## src/rtl/axi_tagctrl_tag_coalescer_pkg.sv

```systemverilog
// Shared types for the tag-controller write-path coalescer: FSM state encoding,
// coalescer configuration record and helpers used to size its counters.
package axi_tagctrl_tag_coalescer_pkg;

    typedef enum logic [1:0] {
        IDLE  = 2'd0,
        ACCUM = 2'd1,
        FLUSH = 2'd2
    } tagc_coal_state_e;

    typedef struct packed {
        int unsigned TagWordWidth;
        int unsigned TimeoutCycles;
    } tagctrl_cfg_t;

    localparam tagctrl_cfg_t TagctrlDefaultCfg = '{TagWordWidth: 64, TimeoutCycles: 16};

    // Idle timer must hold TimeoutCycles itself so the compare can saturate cleanly.
    function automatic int unsigned timer_width(input int unsigned timeout);
        return (timeout > 0) ? $clog2(timeout + 1) : 1;
    endfunction

endpackage

```

## src/rtl/axi_tagctrl_tag_coalescer_if.sv

```systemverilog
// Beat-input / tag-word-output handshake bundle of the tag coalescer.
// slave is the coalescer's view, master the producer/consumer side.
interface axi_tagctrl_tag_coalescer_if #(
    parameter int unsigned AddrWidth    = 64,
    parameter int unsigned TagsPerBeat  = 1,
    parameter int unsigned TagWordWidth = 64
) ();
    logic                    in_valid_i;
    logic                    in_ready_o;
    logic [AddrWidth-1:0]    in_addr_i;
    logic [TagsPerBeat-1:0]  in_tags_i;
    logic [TagsPerBeat-1:0]  in_tmask_i;
    logic                    out_valid_o;
    logic                    out_ready_i;
    logic [AddrWidth-1:0]    out_addr_o;
    logic [TagWordWidth-1:0] out_data_o;
    logic [TagWordWidth-1:0] out_mask_o;

    modport slave (
        input  in_valid_i, in_addr_i, in_tags_i, in_tmask_i, out_ready_i,
        output in_ready_o, out_valid_o, out_addr_o, out_data_o, out_mask_o
    );

    modport master (
        output in_valid_i, in_addr_i, in_tags_i, in_tmask_i, out_ready_i,
        input  in_ready_o, out_valid_o, out_addr_o, out_data_o, out_mask_o
    );
endinterface

```

## src/rtl/axi_tagctrl_tag_addr.sv

```systemverilog
// Combinational DRAM beat address -> tag-word address and bit offset in the tag region.
// Shared between the tag write coalescer and the tag read path.
module axi_tagctrl_tag_addr
    import axi_tagctrl_tag_coalescer_pkg::*;
#(
    parameter int unsigned          AddrWidth       = 64,
    parameter int unsigned          CapSize         = 128,
    parameter int unsigned          TagWordWidth    = 64,
    parameter logic [AddrWidth-1:0] DRAMMemBase     = 'h8000_0000,
    parameter logic [AddrWidth-1:0] DRAMMemLength   = 'h4000_0000,
    parameter logic [AddrWidth-1:0] TagCacheMemBase = 'hC000_0000,
    parameter int unsigned          BitWidth        = $clog2(TagWordWidth)
) (
    input  logic [AddrWidth-1:0] addr_i,
    output logic                 in_range_o,
    output logic [AddrWidth-1:0] word_addr_o,
    output logic [BitWidth-1:0]  bit_o
);
    localparam int unsigned          CapShift  = $clog2(CapSize / 8);
    localparam logic [AddrWidth-1:0] TagsWord  = AddrWidth'(TagWordWidth);
    localparam logic [AddrWidth-1:0] WordBytes = AddrWidth'(TagWordWidth / 8);

    logic [AddrWidth-1:0] offset;
    logic [AddrWidth-1:0] cap;

    assign offset      = addr_i - DRAMMemBase;
    assign in_range_o  = (addr_i >= DRAMMemBase) && (offset < DRAMMemLength);
    assign cap         = offset >> CapShift;
    assign bit_o       = BitWidth'(cap % TagsWord);
    assign word_addr_o = TagCacheMemBase + (cap / TagsWord) * WordBytes;
endmodule

```

## src/rtl/axi_tagctrl_tag_coalescer.sv

```systemverilog
// Merges per-capability tag updates of DRAM write beats into masked tag-word write
// requests; flushes on word change, full mask, idle timeout or explicit flush.
module axi_tagctrl_tag_coalescer
    import axi_tagctrl_tag_coalescer_pkg::*;
#(
    parameter int unsigned          AddrWidth       = 64,
    parameter int unsigned          DataWidth       = 128,
    parameter int unsigned          CapSize         = 128,
    parameter int unsigned          TagWordWidth    = 64,
    parameter logic [AddrWidth-1:0] DRAMMemBase     = 'h8000_0000,
    parameter logic [AddrWidth-1:0] DRAMMemLength   = 'h4000_0000,
    parameter logic [AddrWidth-1:0] TagCacheMemBase = 'hC000_0000,
    parameter int unsigned          TimeoutCycles   = 16
) (
    input  logic                         clk_i,
    input  logic                         rst_i,
    input  logic                         flush_i,
    axi_tagctrl_tag_coalescer_if.slave   bus,
    output logic                         busy_o,
    output logic                         err_o
);
    localparam int unsigned TagsPerBeat = DataWidth / CapSize;
    localparam int unsigned BitWidth    = $clog2(TagWordWidth);
    localparam int unsigned TimerWidth  = timer_width(TimeoutCycles);
    localparam logic [TimerWidth-1:0] Timeout = TimerWidth'(TimeoutCycles);

    typedef struct packed {
        logic [AddrWidth-1:0]    addr;
        logic [TagWordWidth-1:0] data;
        logic [TagWordWidth-1:0] mask;
    } tag_wr_req_t;

    tagc_coal_state_e        state_q, state_d;
    tag_wr_req_t             req_q, req_d;
    logic [TimerWidth-1:0]   timer_q, timer_d;
    logic                    err_q, err_d;
    logic                    in_ready;

    logic                    in_range;
    logic [AddrWidth-1:0]    word_addr;
    logic [BitWidth-1:0]     bit_off;
    logic [TagWordWidth-1:0] beat_mask;
    logic [TagWordWidth-1:0] beat_tags;
    logic                    no_slots;
    logic                    match;

    axi_tagctrl_tag_addr #(
        .AddrWidth       (AddrWidth),
        .CapSize         (CapSize),
        .TagWordWidth    (TagWordWidth),
        .DRAMMemBase     (DRAMMemBase),
        .DRAMMemLength   (DRAMMemLength),
        .TagCacheMemBase (TagCacheMemBase),
        .BitWidth        (BitWidth)
    ) u_tag_addr (
        .addr_i      (bus.in_addr_i),
        .in_range_o  (in_range),
        .word_addr_o (word_addr),
        .bit_o       (bit_off)
    );

    assign beat_mask = TagWordWidth'(bus.in_tmask_i) << bit_off;
    assign beat_tags = TagWordWidth'(bus.in_tags_i & bus.in_tmask_i) << bit_off;
    assign no_slots  = (bus.in_tmask_i == '0);
    // A beat touching no slot can never disturb the held word, so it always merges.
    assign match     = no_slots || (in_range && (word_addr == req_q.addr));

    always_comb begin
        state_d  = state_q;
        req_d    = req_q;
        timer_d  = timer_q;
        err_d    = 1'b0;
        in_ready = 1'b0;
        case (state_q)
            IDLE: begin
                in_ready = 1'b1;
                if (bus.in_valid_i) begin
                    if (!in_range) begin
                        err_d = 1'b1;
                    end else if (!no_slots) begin
                        req_d.addr = word_addr;
                        req_d.data = beat_tags;
                        req_d.mask = beat_mask;
                        timer_d    = '0;
                        state_d    = ACCUM;
                    end
                end
            end
            ACCUM: begin
                in_ready = match;
                if (bus.in_valid_i && match) begin
                    req_d.data = (req_q.data & ~beat_mask) | beat_tags;
                    req_d.mask = req_q.mask | beat_mask;
                    timer_d    = '0;
                end else if (timer_q != '1) begin
                    timer_d = timer_q + 1'b1;
                end
                // Deciding on the post-merge mask/timer keeps accept -> request at one cycle.
                if ((bus.in_valid_i && !match) || flush_i || (&req_d.mask) ||
                    ((TimeoutCycles != 0) && (timer_d >= Timeout))) begin
                    state_d = FLUSH;
                end
            end
            FLUSH: begin
                if (bus.out_ready_i) begin
                    req_d   = '0;
                    timer_d = '0;
                    state_d = IDLE;
                end
            end
            default: state_d = IDLE;
        endcase
    end

    always_ff @(posedge clk_i or posedge rst_i) begin
        if (rst_i) begin
            state_q <= IDLE;
            req_q   <= '0;
            timer_q <= '0;
            err_q   <= 1'b0;
        end else begin
            state_q <= state_d;
            req_q   <= req_d;
            timer_q <= timer_d;
            err_q   <= err_d;
        end
    end

    assign bus.in_ready_o  = in_ready;
    assign bus.out_valid_o = (state_q == FLUSH);
    assign bus.out_addr_o  = req_q.addr;
    assign bus.out_data_o  = req_q.data;
    assign bus.out_mask_o  = req_q.mask;
    assign busy_o          = (state_q != IDLE);
    assign err_o           = err_q;
endmodule

```

## src/flat_wrapper.sv

```systemverilog
// flat-port wrapper written by rule: the top's interface ports become plain ports
module axi_tagctrl_tag_coalescer_flat import axi_tagctrl_tag_coalescer_pkg::*;
#(
    parameter int unsigned          AddrWidth       = 64,
    parameter int unsigned          DataWidth       = 128,
    parameter int unsigned          CapSize         = 128,
    parameter int unsigned          TagWordWidth    = 64,
    parameter logic [AddrWidth-1:0] DRAMMemBase     = 'h8000_0000,
    parameter logic [AddrWidth-1:0] DRAMMemLength   = 'h4000_0000,
    parameter logic [AddrWidth-1:0] TagCacheMemBase = 'hC000_0000,
    parameter int unsigned          TimeoutCycles   = 16
)
  (clk_i, rst_i, flush_i, busy_o, err_o, bus_in_valid_i, bus_in_addr_i, bus_in_tags_i, bus_in_tmask_i, bus_out_ready_i, bus_in_ready_o, bus_out_valid_o, bus_out_addr_o, bus_out_data_o, bus_out_mask_o);
  axi_tagctrl_tag_coalescer_if #(.AddrWidth(AddrWidth), .TagsPerBeat(1), .TagWordWidth(TagWordWidth)) bus_i ();
  input  logic clk_i;
  input  logic rst_i;
  input  logic flush_i;
  output logic busy_o;
  output logic err_o;
  input wire logic [$bits(bus_i.in_valid_i)-1:0] bus_in_valid_i;
  input wire logic [$bits(bus_i.in_addr_i)-1:0] bus_in_addr_i;
  input wire logic [$bits(bus_i.in_tags_i)-1:0] bus_in_tags_i;
  input wire logic [$bits(bus_i.in_tmask_i)-1:0] bus_in_tmask_i;
  input wire logic [$bits(bus_i.out_ready_i)-1:0] bus_out_ready_i;
  output wire logic [$bits(bus_i.in_ready_o)-1:0] bus_in_ready_o;
  output wire logic [$bits(bus_i.out_valid_o)-1:0] bus_out_valid_o;
  output wire logic [$bits(bus_i.out_addr_o)-1:0] bus_out_addr_o;
  output wire logic [$bits(bus_i.out_data_o)-1:0] bus_out_data_o;
  output wire logic [$bits(bus_i.out_mask_o)-1:0] bus_out_mask_o;
  assign bus_i.in_valid_i = bus_in_valid_i;
  assign bus_i.in_addr_i = bus_in_addr_i;
  assign bus_i.in_tags_i = bus_in_tags_i;
  assign bus_i.in_tmask_i = bus_in_tmask_i;
  assign bus_i.out_ready_i = bus_out_ready_i;
  assign bus_in_ready_o = bus_i.in_ready_o;
  assign bus_out_valid_o = bus_i.out_valid_o;
  assign bus_out_addr_o = bus_i.out_addr_o;
  assign bus_out_data_o = bus_i.out_data_o;
  assign bus_out_mask_o = bus_i.out_mask_o;
  axi_tagctrl_tag_coalescer #(.AddrWidth(AddrWidth), .DataWidth(DataWidth), .CapSize(CapSize), .TagWordWidth(TagWordWidth), .DRAMMemBase(DRAMMemBase), .DRAMMemLength(DRAMMemLength), .TagCacheMemBase(TagCacheMemBase), .TimeoutCycles(TimeoutCycles)) u_core (.clk_i(clk_i), .rst_i(rst_i), .flush_i(flush_i), .bus(bus_i), .busy_o(busy_o), .err_o(err_o));
endmodule
```

## config.mk

```make
export PLATFORM = sky130hd
export DESIGN_NAME = axi_tagctrl_tag_coalescer_flat
export DESIGN_NICKNAME = d
export VERILOG_FILES = /design/src/rtl/axi_tagctrl_tag_coalescer_pkg.sv /design/src/rtl/axi_tagctrl_tag_coalescer_if.sv /design/src/rtl/axi_tagctrl_tag_addr.sv /design/src/rtl/axi_tagctrl_tag_coalescer.sv /design/src/flat_wrapper.sv
export SDC_FILE = /design/constraint.sdc
export NUM_CORES = 1
export LEC_CHECK = 0
export ABC_AREA = 1
export CORE_ASPECT_RATIO = 1.25
export CORE_MARGIN = 5
export CORE_UTILIZATION = 40
export DETAILED_ROUTE_END_ITERATION = 10
export PLACE_DENSITY_LB_ADDON = 0.08
export SLEW_MARGIN = 0
export SYNTH_ARGS = -nofsm -noshare
export SYNTH_HDL_FRONTEND = slang
export SYNTH_SLANG_ARGS = --single-unit
```

## constraint.sdc

```tcl
create_clock -name clk_i -period 19.8 [get_ports clk_i]
set_input_delay 3.96 -clock clk_i [delete_from_list [all_inputs] [get_ports clk_i]]
set_output_delay 3.96 -clock clk_i [all_outputs]
set_load 0.03 [all_outputs]
```

Yosys cells after proc, flatten, opt, wreduce, memory -nomap -nowiden

Cells that the tools add are included.

Bits of input ports: 71
Word-level logic and storage cells: 74
Bits in registers: 200

Reductions and logical operators: 18
Mux-type cells: 26
Bitwise gates (word level): 6
Add/subtract/negate cells: 3
Magnitude comparators: 3
Shift operators: 2
Equality and inequality tests: 10

Operators with widths:

| kind                                                                    | count |
|---|---|
| 192-bit 2-to-1 mux                                                      | 4 |
| 128-bit case mux with 3 select lines                                    | 1 |
| 128-bit 2-to-1 mux                                                      | 2 |
| 64-bit bitwise OR                                                       | 2 |
| 64-bit case mux with 2 select lines                                     | 1 |
| 64-bit AND                                                              | 1 |
| 58-bit by 64-bit == test with 1-bit output                              | 1 |
| 64-bit by 32-bit >= comparator with 1-bit output, second input constant | 1 |
| 64-bit by 31-bit < comparator with 1-bit output, second input constant  | 1 |
| 64-bit NOT                                                              | 1 |
| 64-bit AND reduction                                                    | 1 |
| 1-bit by 6-bit << shifter with 64-bit output                            | 1 |
| 64-bit by 6-bit << shifter with 64-bit output                           | 1 |
| 64-bit by 32-bit subtractor with 64-bit output, second input constant   | 1 |
| 32-bit by 57-bit adder with 58-bit output, first input constant         | 1 |
| 5-bit 2-to-1 mux                                                        | 7 |
| 5-bit case mux with 3 select lines                                      | 1 |
| 5-bit AND reduction                                                     | 3 |
| 2-bit 2-to-1 mux                                                        | 5 |
| 2-bit by 1-bit inequality test with 1-bit output, second input constant | 3 |
| 2-bit inequality test, second input constant                            | 3 |
| 2-bit case mux with 3 select lines                                      | 1 |
| 6-bit AND reduction                                                     | 1 |
| 5-bit by 1-bit adder with 5-bit output, second input constant           | 1 |
| other kinds (14)                                                        | 23 |

Longest topological paths before layout

Gate-level depths: netlist of run 1.

Depth in word-level cells: 13
Depth in mapped cells: 37

Hierarchy

From an unflattened synthesis of run 1, not the netlist that was laid out.

Cells, all modules: 2124
Area total of the unflattened synthesis: 14301.2 um^2

Modules (own cells, without submodules):

| module                    | cells an instance | area an instance (um^2) | times used |
|---|---|---|---|
| axi_tagctrl_tag_coalescer | 1663              | 11975.2                 | 1 |
| axi_tagctrl_tag_addr      | 461               | 2326.0                  | 1 |

Least setup slack after synthesis of run 1

No wires, ideal clock.

Path type: input to output
Start: in bus_in_addr_i[31]
End: out bus_in_ready_o
Path buffers: 3
Setup slack: 9.190 ns
Data required time: 15.840 ns
Stages: 26
Data arrival time: 6.650 ns
Cell sequence: inv_1 > ha_1 > buf_2 > nand3_1 > nand2_1 > nand2_1 > ha_1 > inv_1 > nand3_1 > nor2_4 > nand2_4 > nor2_2 > nand2_1 > nor2_2 > nand3_1 > nand2_1 > nand2_1 > nand2_1 > nand2_1 > nor2_1 > nand3_2 > nand2_4 > buf_8 > buf_8 > nand2_1 > nand2_1

Longest elaborated chain between the ends: 6

RTL lines:

| item                                                                                                                | RTL line                                                    | RTL |
|---|---|---|
| from (decl)                                                                                                         | flat_wrapper.sv:21                                          | `input wire logic [$bits(bus_i.in_addr_i)-1:0] bus_in_addr_i;` |
| 64-bit by 32-bit subtractor with 64-bit output                                                                      | axi_tagctrl_tag_addr.sv:26                                  | `assign offset = addr_i - DRAMMemBase;` |
| 32-bit by 57-bit adder with 58-bit output / 64-bit by 31-bit < comparator with 1-bit output (equally long branches) | axi_tagctrl_tag_addr.sv:30, axi_tagctrl_tag_addr.sv:27      |  |
| 58-bit by 64-bit == test with 1-bit output / 1-bit logical AND (equally long branches)                              | axi_tagctrl_tag_coalescer.sv:66, axi_tagctrl_tag_addr.sv:27 |  |
| 1-bit logical AND *                                                                                                 | axi_tagctrl_tag_coalescer.sv:66                             | `assign match = no_slots \|\| (in_range && (word_addr == req_q.addr));` |
| 1-bit logical OR *                                                                                                  | axi_tagctrl_tag_coalescer.sv:66                             |  |
| 1-bit case mux with 2 select lines *                                                                                | axi_tagctrl_tag_coalescer.sv:74                             | `case (state_q)` |
| to (decl)                                                                                                           | flat_wrapper.sv:25                                          | `output wire logic [$bits(bus_i.in_ready_o)-1:0] bus_in_ready_o;` |

Every way passes the cells marked *; elsewhere a longest branch is shown, timed or not.

Final worst setup path of run 1

Same ends and word-level chain as after synthesis.

==> results.sh, run 1 <==
export IMPL_drive_gt1_frac=0.05895
export IMPL_grt_pass1_wl_mm=78.78
export IMPL_drtPass1Iterations=5
export IMPL_synth_top_family_by_area="simple AND/OR/NAND/NOR gates"
export IMPL_setup_viol=0
export IMPL_vias=14540
export IMPL_overflow=0
export IMPL_cp_data_arrival_time_ps=8730
export IMPL_vias_per_cell=5.240
export IMPL_clk_pin_slew_ps=70
export IMPL_setup_worst_path_end_class="output port"
export IMPL_grt_usage=0.2610
export IMPL_post_drt_wl_per_cell_um=18.37
export IMPL_hpwlAfterDp_mm=36.83
export IMPL_p_leak_uw=0.007843
export IMPL_maxCapViolCount=0
export IMPL_fmax_ghz=0.07879
export IMPL_cp_max_fo=49
export IMPL_final_common_cell="nand2_1"
export IMPL_antenna_found_initial=0
export IMPL_htree_levels=4
export IMPL_cts_resized=0
export IMPL_fp_dieW_um=176.2
export IMPL_port_buffers=253
export IMPL_synth_area_per_cell_um2=6.571
export IMPL_synthMuxAreaShare=0.004891
export IMPL_ys_ff_latch=191
export IMPL_post_cts_buffers=0
export IMPL_route_detailed_drc=0
export IMPL_fin_nets=2372
export IMPL_synthAdderAreaFrac=0.006341
export IMPL_syn_instance_count=2102
export IMPL_place_congestion=0.9142
export IMPL_initial_core_util=0.4024
export IMPL_synth_xor_xnor_area_share=0.02681
export IMPL_synth_top_cell_area_share=0.3460
export IMPL_critPathKind="in2out"
export IMPL_ir_drop_mv=0.05571
export IMPL_ys_top_cells_by_area="dfrtp_1 35%, nand2_1 16%, nor2_1 8.1%"
export IMPL_cts_sinks=191
export IMPL_crit_top_cell="nand2_1"
export IMPL_worstSetupStartpointType="input pin"
export IMPL_critPathSlowestCell="clkdlybuf4s50_1"
export IMPL_synth_simple_area_share=0.3713
export IMPL_final_max_slew_violation_count=0
export IMPL_wirelength_mm=50.97
export IMPL_min_period_ps=12690
export IMPL_area_growth_pct=24.51
export IMPL_yosys_area_top_type="dfrtp_1"
export IMPL_outcome="completed"
export IMPL_finalClockSkew_ps=15.96
export IMPL_worst_slew_pin_transition_ps=1206
export IMPL_stdcell_count=2775
export IMPL_rsz0062_at_grt="false"
export IMPL_clockBufferDepth=2
export IMPL_ys_seq_area_frac=0.3460
export IMPL_slew_headroom=0.1957
export IMPL_critical_path_max_stage_delay_ps=680
export IMPL_worst_skew_pair_late_latency_ps=470
export IMPL_whs_ps=510.2
export IMPL_layout_common_cells="604 x nand2_1, 299 x nor2_1, 251 x clkdlybuf4s50_1, 220 x inv_1, 191 x dfrtp_1"
export IMPL_crit_buf_inv=3
export IMPL_grt_pass1_vias=13870
export IMPL_ctsRootBufferMaster="clkbuf_16"
export IMPL_ios=267
export IMPL_rows=76
export IMPL_final_period_utilization=0.6410
export IMPL_fp_dieArea_um2=38370
export IMPL_hold_viol=0
export IMPL_synth_compound_area_frac=0.1441
export IMPL_cp_top_family="simple AND/OR/NAND/NOR gates"
export IMPL_cts_hold_buf=0
export IMPL_antenna_cells=0
export IMPL_grt_max_degree=135
export IMPL_ys_warn_count=0
export IMPL_cts_tree="done"
export IMPL_path_cells="clkdlybuf4s50_1 -> inv_1 -> ha_1 -> nand2_4 -> nor2_4 -> nand3_1 -> nand2_1 -> nand2_1 -> nor2_1 -> nand2_1 -> nor2_1 -> nand2_1 -> nor2_1 -> nand3_1 -> nor2_1 -> nand3_1 -> nor2_1 -> nand3_2 -> nand2_4 -> nand2_1 -> nand2_1 -> clkdlybuf4s50_1"
export IMPL_drt_initial_drc_count=991
export IMPL_placed_cells=2743
export IMPL_synth_area_um2=13810
export IMPL_ys_types=43
export IMPL_finish_utilization=0.5010
export IMPL_cp_required_ps=15840
export IMPL_die_height_um=217.8
export IMPL_tns_ps=0
export IMPL_power_density_nw_per_um2=50.30
export IMPL_report_power_total_uw=865.1
export IMPL_ant_nets=0
export IMPL_hp_class="reg2reg"
export IMPL_cts_made_buffers=17
export IMPL_core_area_um2=34330
[layout make-up]
class | count | area, um^2
inverter | 235 | 890.9
tap | 468 | 585.6
clock inverter | 14 | 203.9
fill | 3539 | 17130
clock buffer | 18 | 429.2
sequential | 191 | 4780
timing repair buffer | 267 | 2628
multi-input combinational | 1582 | 7682
[metal layers]
| metal | GRT usage | wire, um | vias up | share of wire |
|---|---|---|---|---|
| met5 | 0 | 0 | - | 0 |
| met4 | 0.1084 | 2037 | 0 | 0.040 |
| met3 | 0.03954 | 2557 | 79 | 0.050 |
| met2 | 0.4594 | 25770 | 450 | 0.51 |
| met1 | 0.3180 | 20610 | 6859 | 0.40 |
| li1 | - | - | 7152 | - |
[where the power goes]
group / switching (uW) / total (uW) / internal [uW] / leakage [uW]
registers: 0.0450 / 390 / 390 / 0.00238
clock network: 174 / 388 / 215 / 0.000310
logic: 60.5 / 86.8 / 26.3 / 0.00515
total: 234 / 865 / 631 / 0.00784
[final timing paths]
| kind | slack (ps) | cells past startpoint | endpoint | startpoint |
|---|---|---|---|---|
| worst max-delay path | 7110 | 22 | bus_in_ready_o | bus_in_addr_i[31] |
| max in group asynchronous | 14270 | 3 | u_core.bus.out_mask_o[59]$_DFFE_PP0P_ | rst_i |
| worst min register to register | 510 | 2 | u_core.bus.out_mask_o[59]$_DFFE_PP0P_ | u_core.bus.out_mask_o[59]$_DFFE_PP0P_ |
| worst max register to register | 14900 | 21 | u_core.bus.out_data_o[29]$_DFFE_PP0P_ | u_core.bus.out_addr_o[6]$_DFFE_PP0P_ |
| min in group asynchronous | 4100 | 2 | u_core.bus.out_addr_o[53]$_DFFE_PP0P_ | rst_i |
| worst min-delay path | 510 | 2 | u_core.bus.out_mask_o[59]$_DFFE_PP0P_ | u_core.bus.out_mask_o[59]$_DFFE_PP0P_ |
[sequential cells by signal, indices dropped and copies added, names as in the netlist]
name                   flops
u_core.bus.out_data_o     64
u_core.bus.out_addr_o     55
u_core.bus.out_mask_o     64
u_core.timer_q             5
u_core.err_o               1
u_core.state_q             2
[synthesized netlist by cell type, drive strengths merged]
cell type and n:
a22oi 33, ha 7, nand2 623, clkbuf 66
nor2 335, nor3 17, nand3 195, xnor3 4
buf 36, xor2 15, or2 2, o211ai 51
inv 231, and2 1, clkinv 4, dfrtp 191
a21oi 132, o21bai 20, conb 1, nand3b 9
o21ai 43, mux2 6, a31oi 31, o22ai 2
a211oi 15, xnor2 17, and3 1, nand4 14
[tightest hold or removal path, stage by stage (launching register included)]
cell     delay, ps
dfrtp_1        360
nand2_1         50
o21ai_0         60
[kinds of logic after synthesis]
| logic type | count (synthesis) |
|---|---|
| xor+xnor | 36 |
| buf+inv | 337 |
| compound gates | 327 |
| mux | 6 |
| fa+ha+maj | 7 |
| simple gates | 1197 |
| other cells | 1 |
| flops | 191 |
[per-stage QoR]
stage,setup slack [ps],instance area [um^2]
floorplan,9190,13840
CTS,7040,17200
global placement,7067,16570
global route,6755,17200
finish,7108,17200
detailed placement,7065,16570
Note: power is estimated with default switching activity, not from simulation.
==> run 2, diff against run 1 <==
- clock period: 19.8 -> 10.3 ns (I/O delays scaled with it)
==> run 2 against run 1 <==
  * Total power increased by 86%
  * Die area unchanged
  * Via count decreased by 0.83%
  * Core utilization decreased by 0.12 points
  * Critical path depth unchanged
  * Critical path type unchanged
  * Highest routed layer unchanged
==> results.sh, run 2 (synthesis gave the netlist of run 1 again) <==
export IMPL_cts_sinks=191
export IMPL_setup_viol=0
export IMPL_critical_path_max_stage_delay_ps=690
export IMPL_p_leak_uw=0.007817
export IMPL_final_common_cell="nand2_1"
export IMPL_ant_nets=0
export IMPL_path_cells="clkdlybuf4s50_1 -> inv_1 -> ha_1 -> nand2_4 -> nor2_8 -> nand2_1 -> nor2_1 -> nand2_1 -> nand2_1 -> nand3_1 -> nor2_1 -> nand2_1 -> nor2_1 -> nand3_1 -> nor2_1 -> nand3_1 -> nor2_1 -> nand3_2 -> nand2_4 -> nand2_1 -> nand2_1 -> clkdlybuf4s50_1"
export IMPL_hpwlAfterDp_mm=37.03
export IMPL_grt_usage=0.2613
export IMPL_grt_pass1_wl_mm=78.79
export IMPL_fmax_ghz=0.1197
export IMPL_tns_ps=0
export IMPL_worst_slew_pin_transition_ps=1191
export IMPL_ctsRootBufferMaster="clkbuf_16"
export IMPL_ios=267
export IMPL_setup_worst_path_end_class="output port"
export IMPL_crit_buf_inv=3
export IMPL_initial_core_util=0.4024
export IMPL_ir_drop_mv=0.1125
export IMPL_vias_per_cell=5.196
export IMPL_post_cts_buffers=0
export IMPL_cp_required_ps=8240
export IMPL_wirelength_mm=50.82
export IMPL_cp_data_arrival_time_ps=6290
export IMPL_critPathKind="in2out"
export IMPL_clockBufferDepth=2
export IMPL_worst_skew_pair_late_latency_ps=460
export IMPL_power_density_nw_per_um2=93.83
export IMPL_drive_gt1_frac=0.05938
export IMPL_place_congestion=0.9243
export IMPL_rsz0062_at_grt="false"
export IMPL_hp_class="reg2reg"
export IMPL_core_area_um2=34330
export IMPL_min_period_ps=8353
export IMPL_cp_max_fo=10
export IMPL_r2r_setup_slack_ps=5320
export IMPL_antenna_cells=0
export IMPL_grt_max_degree=130
export IMPL_drtPass1Iterations=5
export IMPL_final_period_utilization=0.8110
export IMPL_hold_viol=0
export IMPL_antenna_found_initial=0
export IMPL_route_met3_wl_mm=2.711
export IMPL_cts_hold_buf=0
export IMPL_fp_dieArea_um2=38370
export IMPL_crit_top_cell="nand2_1"
export IMPL_rows=76
export IMPL_met1_length_mm=20.31
export IMPL_die_height_um=217.8
export IMPL_cts_resized=0
export IMPL_cts_made_buffers=17
export IMPL_layout_common_cells="604 x nand2_1, 299 x nor2_1, 251 x clkdlybuf4s50_1, 220 x inv_1, 191 x dfrtp_1"
export IMPL_drt_initial_drc_count=1021
export IMPL_finish_utilization=0.4998
export IMPL_cp_top_family="simple AND/OR/NAND/NOR gates"
export IMPL_overflow=0
export IMPL_port_buffers=253
export IMPL_wl_met2_mm=25.52
export IMPL_cts_tree="done"
export IMPL_worstSetupStartpointType="input pin"
export IMPL_htree_levels=4
export IMPL_finalClockSkew_ps=14.48
export IMPL_area_growth_pct=24.20
export IMPL_fp_dieW_um=176.2
export IMPL_vias=14420
export IMPL_final_max_slew_violation_count=0
export IMPL_slew_headroom=0.2061
export IMPL_route_detailed_drc=0
export IMPL_critPathSlowestCell="clkdlybuf4s50_1"
export IMPL_outcome="completed"
export IMPL_clk_pin_slew_ps=70
export IMPL_fin_nets=2372
export IMPL_grt_pass1_vias=14010
export IMPL_maxCapViolCount=0
export IMPL_maxUsedRoutingLayer="met4"
export IMPL_post_drt_wl_per_cell_um=18.31
## run 2: power breakdown
| group | switching, uW | internal (uW) | leakage (uW) |
|---|---|---|---|
| Combinational | 116 | 50.5 | 0.00515 |
| Clock | 333 | 361 | 0.000284 |
| Sequential | 0.171 | 749 | 0.00238 |
## run 2: worst register-to-register path: cells and delay by family (launching register included)
| family | cells | cell delay [ps] |
|---|---|---|
| simple gates | 16 | 2290 |
| compound gates | 2 | 920 |
| buf+inv | 2 | 1130 |
| xor+xnor | 1 | 160 |
| flops | 1 | 410 |
## run 2: final timing paths
path,endpoint,from,cells after the start
worst max-delay path,bus_in_ready_o,bus_in_addr_i[31],22
worst min-delay path,u_core.bus.out_mask_o[51]$_DFFE_PP0P_,u_core.bus.out_mask_o[51]$_DFFE_PP0P_,2
worst max register to register,u_core.bus.out_data_o[34]$_DFFE_PP0P_,u_core.bus.out_addr_o[6]$_DFFE_PP0P_,21
worst min register to register,u_core.bus.out_mask_o[51]$_DFFE_PP0P_,u_core.bus.out_mask_o[51]$_DFFE_PP0P_,2
max in group asynchronous,u_core.bus.out_addr_o[5]$_DFFE_PP0P_,rst_i,3
min in group asynchronous,u_core.bus.out_addr_o[51]$_DFFE_PP0P_,rst_i,2
## run 2: metrics by stage
step	hold WS [ps]	setup WS, ps	cell area [um^2]	std cells	power (uW)
after floorplan	487.8	3041	13840	2110	869.6
after global placement	488.1	1877	16570	2743	930.5
after detailed placement	495.5	1865	16570	2743	930.4
after CTS	512.8	1846	17160	2775	1630
after global routing	550.1	1589	17160	2775	1670
final	503.9	1947	17160	2775	1610
## run 2: metal layers
layer | up-vias | GRT usage
met5 | - | 0
met4 | 0 | 0.1191
met3 | 98 | 0.04214
met2 | 423 | 0.4596
met1 | 6727 | 0.3127
li1 | 7171 | -
## run 2: layout make-up
class | count | area [um^2]
Multi-Input combinational cell | 1582 | 7682
Tap cell | 468 | 585.6
Timing Repair Buffer | 267 | 2628
Sequential cell | 191 | 4780
Clock buffer | 17 | 425.4
Inverter | 235 | 890.9
Clock inverter | 15 | 165.2
Fill cell | 3456 | 17170
==> run 3, diff against run 2 <==
- clock period: 10.3 -> 8.35 ns (I/O delays scaled with it)
==> run 3 against run 2 <==
  * Global-route usage fell by 0.20 points
  * Setup slack got worse by 1200 ps
  * Combinational power rose by 23%
  * Clock power rose by 26%
  * Wire length fell by 0.51%
  * Sequential power rose by 23%
  * Register-to-register slack got worse by 1100 ps
  * Via count rose by 1.0%
  * Critical path type unchanged
==> results.sh, run 3 (synthesis gave the netlist of run 1 again) <==
export IMPL_outcome="completed"
export IMPL_post_drt_wl_per_cell_um=18.20
export IMPL_cts_resized=0
export IMPL_clockBufferDepth=2
export IMPL_slew_headroom=0.3618
export IMPL_critPathKind="in2out"
export IMPL_drt_initial_drc_count=1180
export IMPL_antenna_cells=0
export IMPL_rows=76
export IMPL_crit_top_cell="nand2_1"
export IMPL_critPathSlowestCell="clkdlybuf4s50_1"
export IMPL_antenna_found_initial=0
export IMPL_final_common_cell="nand2_1"
export IMPL_vias_per_cell=5.242
export IMPL_cts_sinks=191
export IMPL_p_switching_uw=529.8
export IMPL_stdcell_area_um2=17220
export IMPL_r2r_start="u_core.bus.out_addr_o[6]$_DFFE_PP0P_"
export IMPL_r2r_end="u_core.state_q[1]$_DFFE_PP0P_"
export IMPL_fp_dieW_um=176.2
export IMPL_power_density_nw_per_um2=116.4
export IMPL_vias=14570
export IMPL_r2r_cells=27
export IMPL_cts_hold_buf=0
export IMPL_hpwlAfterDp_mm=36.82
export IMPL_grt_max_degree=125
export IMPL_worstSetupStartpointType="input pin"
export IMPL_endpoint="bus_in_ready_o"
export IMPL_post_cts_buffers=0
export IMPL_min_period_ps=7587
export IMPL_ant_nets=0
export IMPL_clk_pin_slew_ps=70
export IMPL_setup_viol=0
export IMPL_tns_ps=0
export IMPL_worst_slew_pin_transition_ps=957.3
export IMPL_final_period_utilization=0.9087
export IMPL_cp_max_fo=10
export IMPL_htree_levels=4
export IMPL_die_height_um=217.8
export IMPL_clockPowerShare=0.436
export IMPL_grt_pass1_vias=13840
export IMPL_wirelength_mm=50.57
export IMPL_hp_class="reg2reg"
export IMPL_seqPwrFrac=0.461
export IMPL_cp_required_ps=6680
export IMPL_cp_data_arrival_time_ps=5920
export IMPL_setup_worst_path_end_class="output port"
export IMPL_maxCapViolCount=0
export IMPL_worst_skew_pair_late_latency_ps=460
export IMPL_area_growth_pct=24.67
export IMPL_fmax_ghz=0.1318
export IMPL_critical_path_max_stage_delay_ps=700
export IMPL_overflow=0
export IMPL_layout_common_cells="604 x nand2_1, 299 x nor2_1, 251 x clkdlybuf4s50_1, 220 x inv_1, 191 x dfrtp_1"
export IMPL_place_congestion=0.9145
export IMPL_grt_usage=0.2594
export IMPL_ios=267
export IMPL_final_max_slew_violation_count=0
export IMPL_drive_gt1_frac=0.05971
export IMPL_rsz0062_at_grt="false"
export IMPL_whs_ps=504.3
export IMPL_cts_tree="done"
export IMPL_startpoint="bus_in_addr_i[31]"
export IMPL_cts_made_buffers=17
export IMPL_fin_nets=2376
export IMPL_route_detailed_drc=0
export IMPL_finalClockSkew_ps=11.57
export IMPL_ctsRootBufferMaster="clkbuf_16"
export IMPL_p_int_uw=1475
export IMPL_swShare=0.2643
export IMPL_fp_dieArea_um2=38370
export IMPL_hold_viol=0
export IMPL_grt_pass1_wl_mm=78.12
export IMPL_drtPass1Iterations=5
export IMPL_postPlaceCellArea_um2=16620
export IMPL_path_cells="clkdlybuf4s50_1 -> inv_1 -> ha_1 -> nand2_4 -> nor2_8 -> nand2_1 -> nor2_1 -> nand2_1 -> nand2_1 -> nand3_1 -> nor2_1 -> nand2_1 -> nor2_1 -> nand3_1 -> nor2_1 -> nand3_1 -> nor2_1 -> nand3_2 -> nand2_4 -> nand2_1 -> nand2_1 -> clkdlybuf4s50_1"
export IMPL_core_area_um2=34330
export IMPL_initial_core_util=0.4024
export IMPL_port_buffers=253
export IMPL_p_leak_uw=0.007853
export IMPL_ir_drop_mv=0.1250
export IMPL_combPwrFrac=0.102
export IMPL_r2r_setup_slack_ps=4240
run 3: layout make-up:
| type | count | area (um^2) |
|---|---|---|
| clock buffers | 22 | 464.2 |
| clock inverters | 10 | 135.1 |
| fillers | 3472 | 17110 |
| inverters | 235 | 890.9 |
| multi-input cells | 1582 | 7682 |
| flip-flops and latches | 191 | 4780 |
| well taps | 468 | 585.6 |
| repair buffers | 271 | 2683 |
run 3: layer usage:
| metal | up-vias | GRT usage | routed length (um) |
|---|---|---|---|
| met3 | 90 | 0.04266 | 2823 |
| met4 | 0 | 0.1160 | 2167 |
| met2 | 493 | 0.4527 | 25310 |
| met5 | - | 0 | 0 |
| met1 | 6822 | 0.3136 | 20260 |
| li1 | 7162 | - | - |
run 3: power by group through the flow:
| stage | Clock [uW] | Combinational [uW] | Sequential, uW |
|---|---|---|---|
| final | 875 | 205 | 925 |
| after global routing | 925 | 227 | 924 |
| after detailed placement | 0 | 205 | 943 |
| after floorplan | 0 | 129 | 944 |
| after global placement | 0 | 205 | 943 |
| after CTS | 893 | 206 | 925 |
run 3: worst min path at each step:
| stage | start | endpoint | slack, ps | cells after the start |
|---|---|---|---|---|
| after floorplan | u_core.timer_q[2]$_DFFE_PP0P_ | u_core.timer_q[2]$_DFFE_PP0P_ | 490 | 2 |
| after global placement | u_core.bus.out_addr_o[36]$_DFFE_PP0P_ | u_core.bus.out_addr_o[36]$_DFFE_PP0P_ | 490 | 2 |
| after detailed placement | u_core.bus.out_mask_o[51]$_DFFE_PP0P_ | u_core.bus.out_mask_o[51]$_DFFE_PP0P_ | 500 | 2 |
| after CTS | u_core.bus.out_mask_o[51]$_DFFE_PP0P_ | u_core.bus.out_mask_o[51]$_DFFE_PP0P_ | 510 | 2 |
| after global routing | u_core.bus.out_mask_o[49]$_DFFE_PP0P_ | u_core.bus.out_mask_o[49]$_DFFE_PP0P_ | 540 | 2 |
| final | u_core.bus.out_mask_o[51]$_DFFE_PP0P_ | u_core.bus.out_mask_o[51]$_DFFE_PP0P_ | 500 | 2 |
run 3: metrics by stage:
step | setup slack, ps | total power [uW] | instances | utilization
2_1_floorplan | 1481 | 1073 | 2110 | -
3_3_place_gp | 740.7 | 1147 | 2747 | 0.4842
3_5_place_dp | 717.6 | 1148 | 2747 | 0.4842
4_1_cts | 696.3 | 2024 | 2779 | 0.5016
5_1_grt | 413.2 | 2075 | 2779 | 0.5016
6_report | 762.6 | 2004 | 2779 | 0.5016
run 3: critical path, delay by kind of cell:
family                     cells  cell delay (ps)
adders and majority gates      1              450
buffers and inverters          3             1280
and+or+nand+nor               18             2490
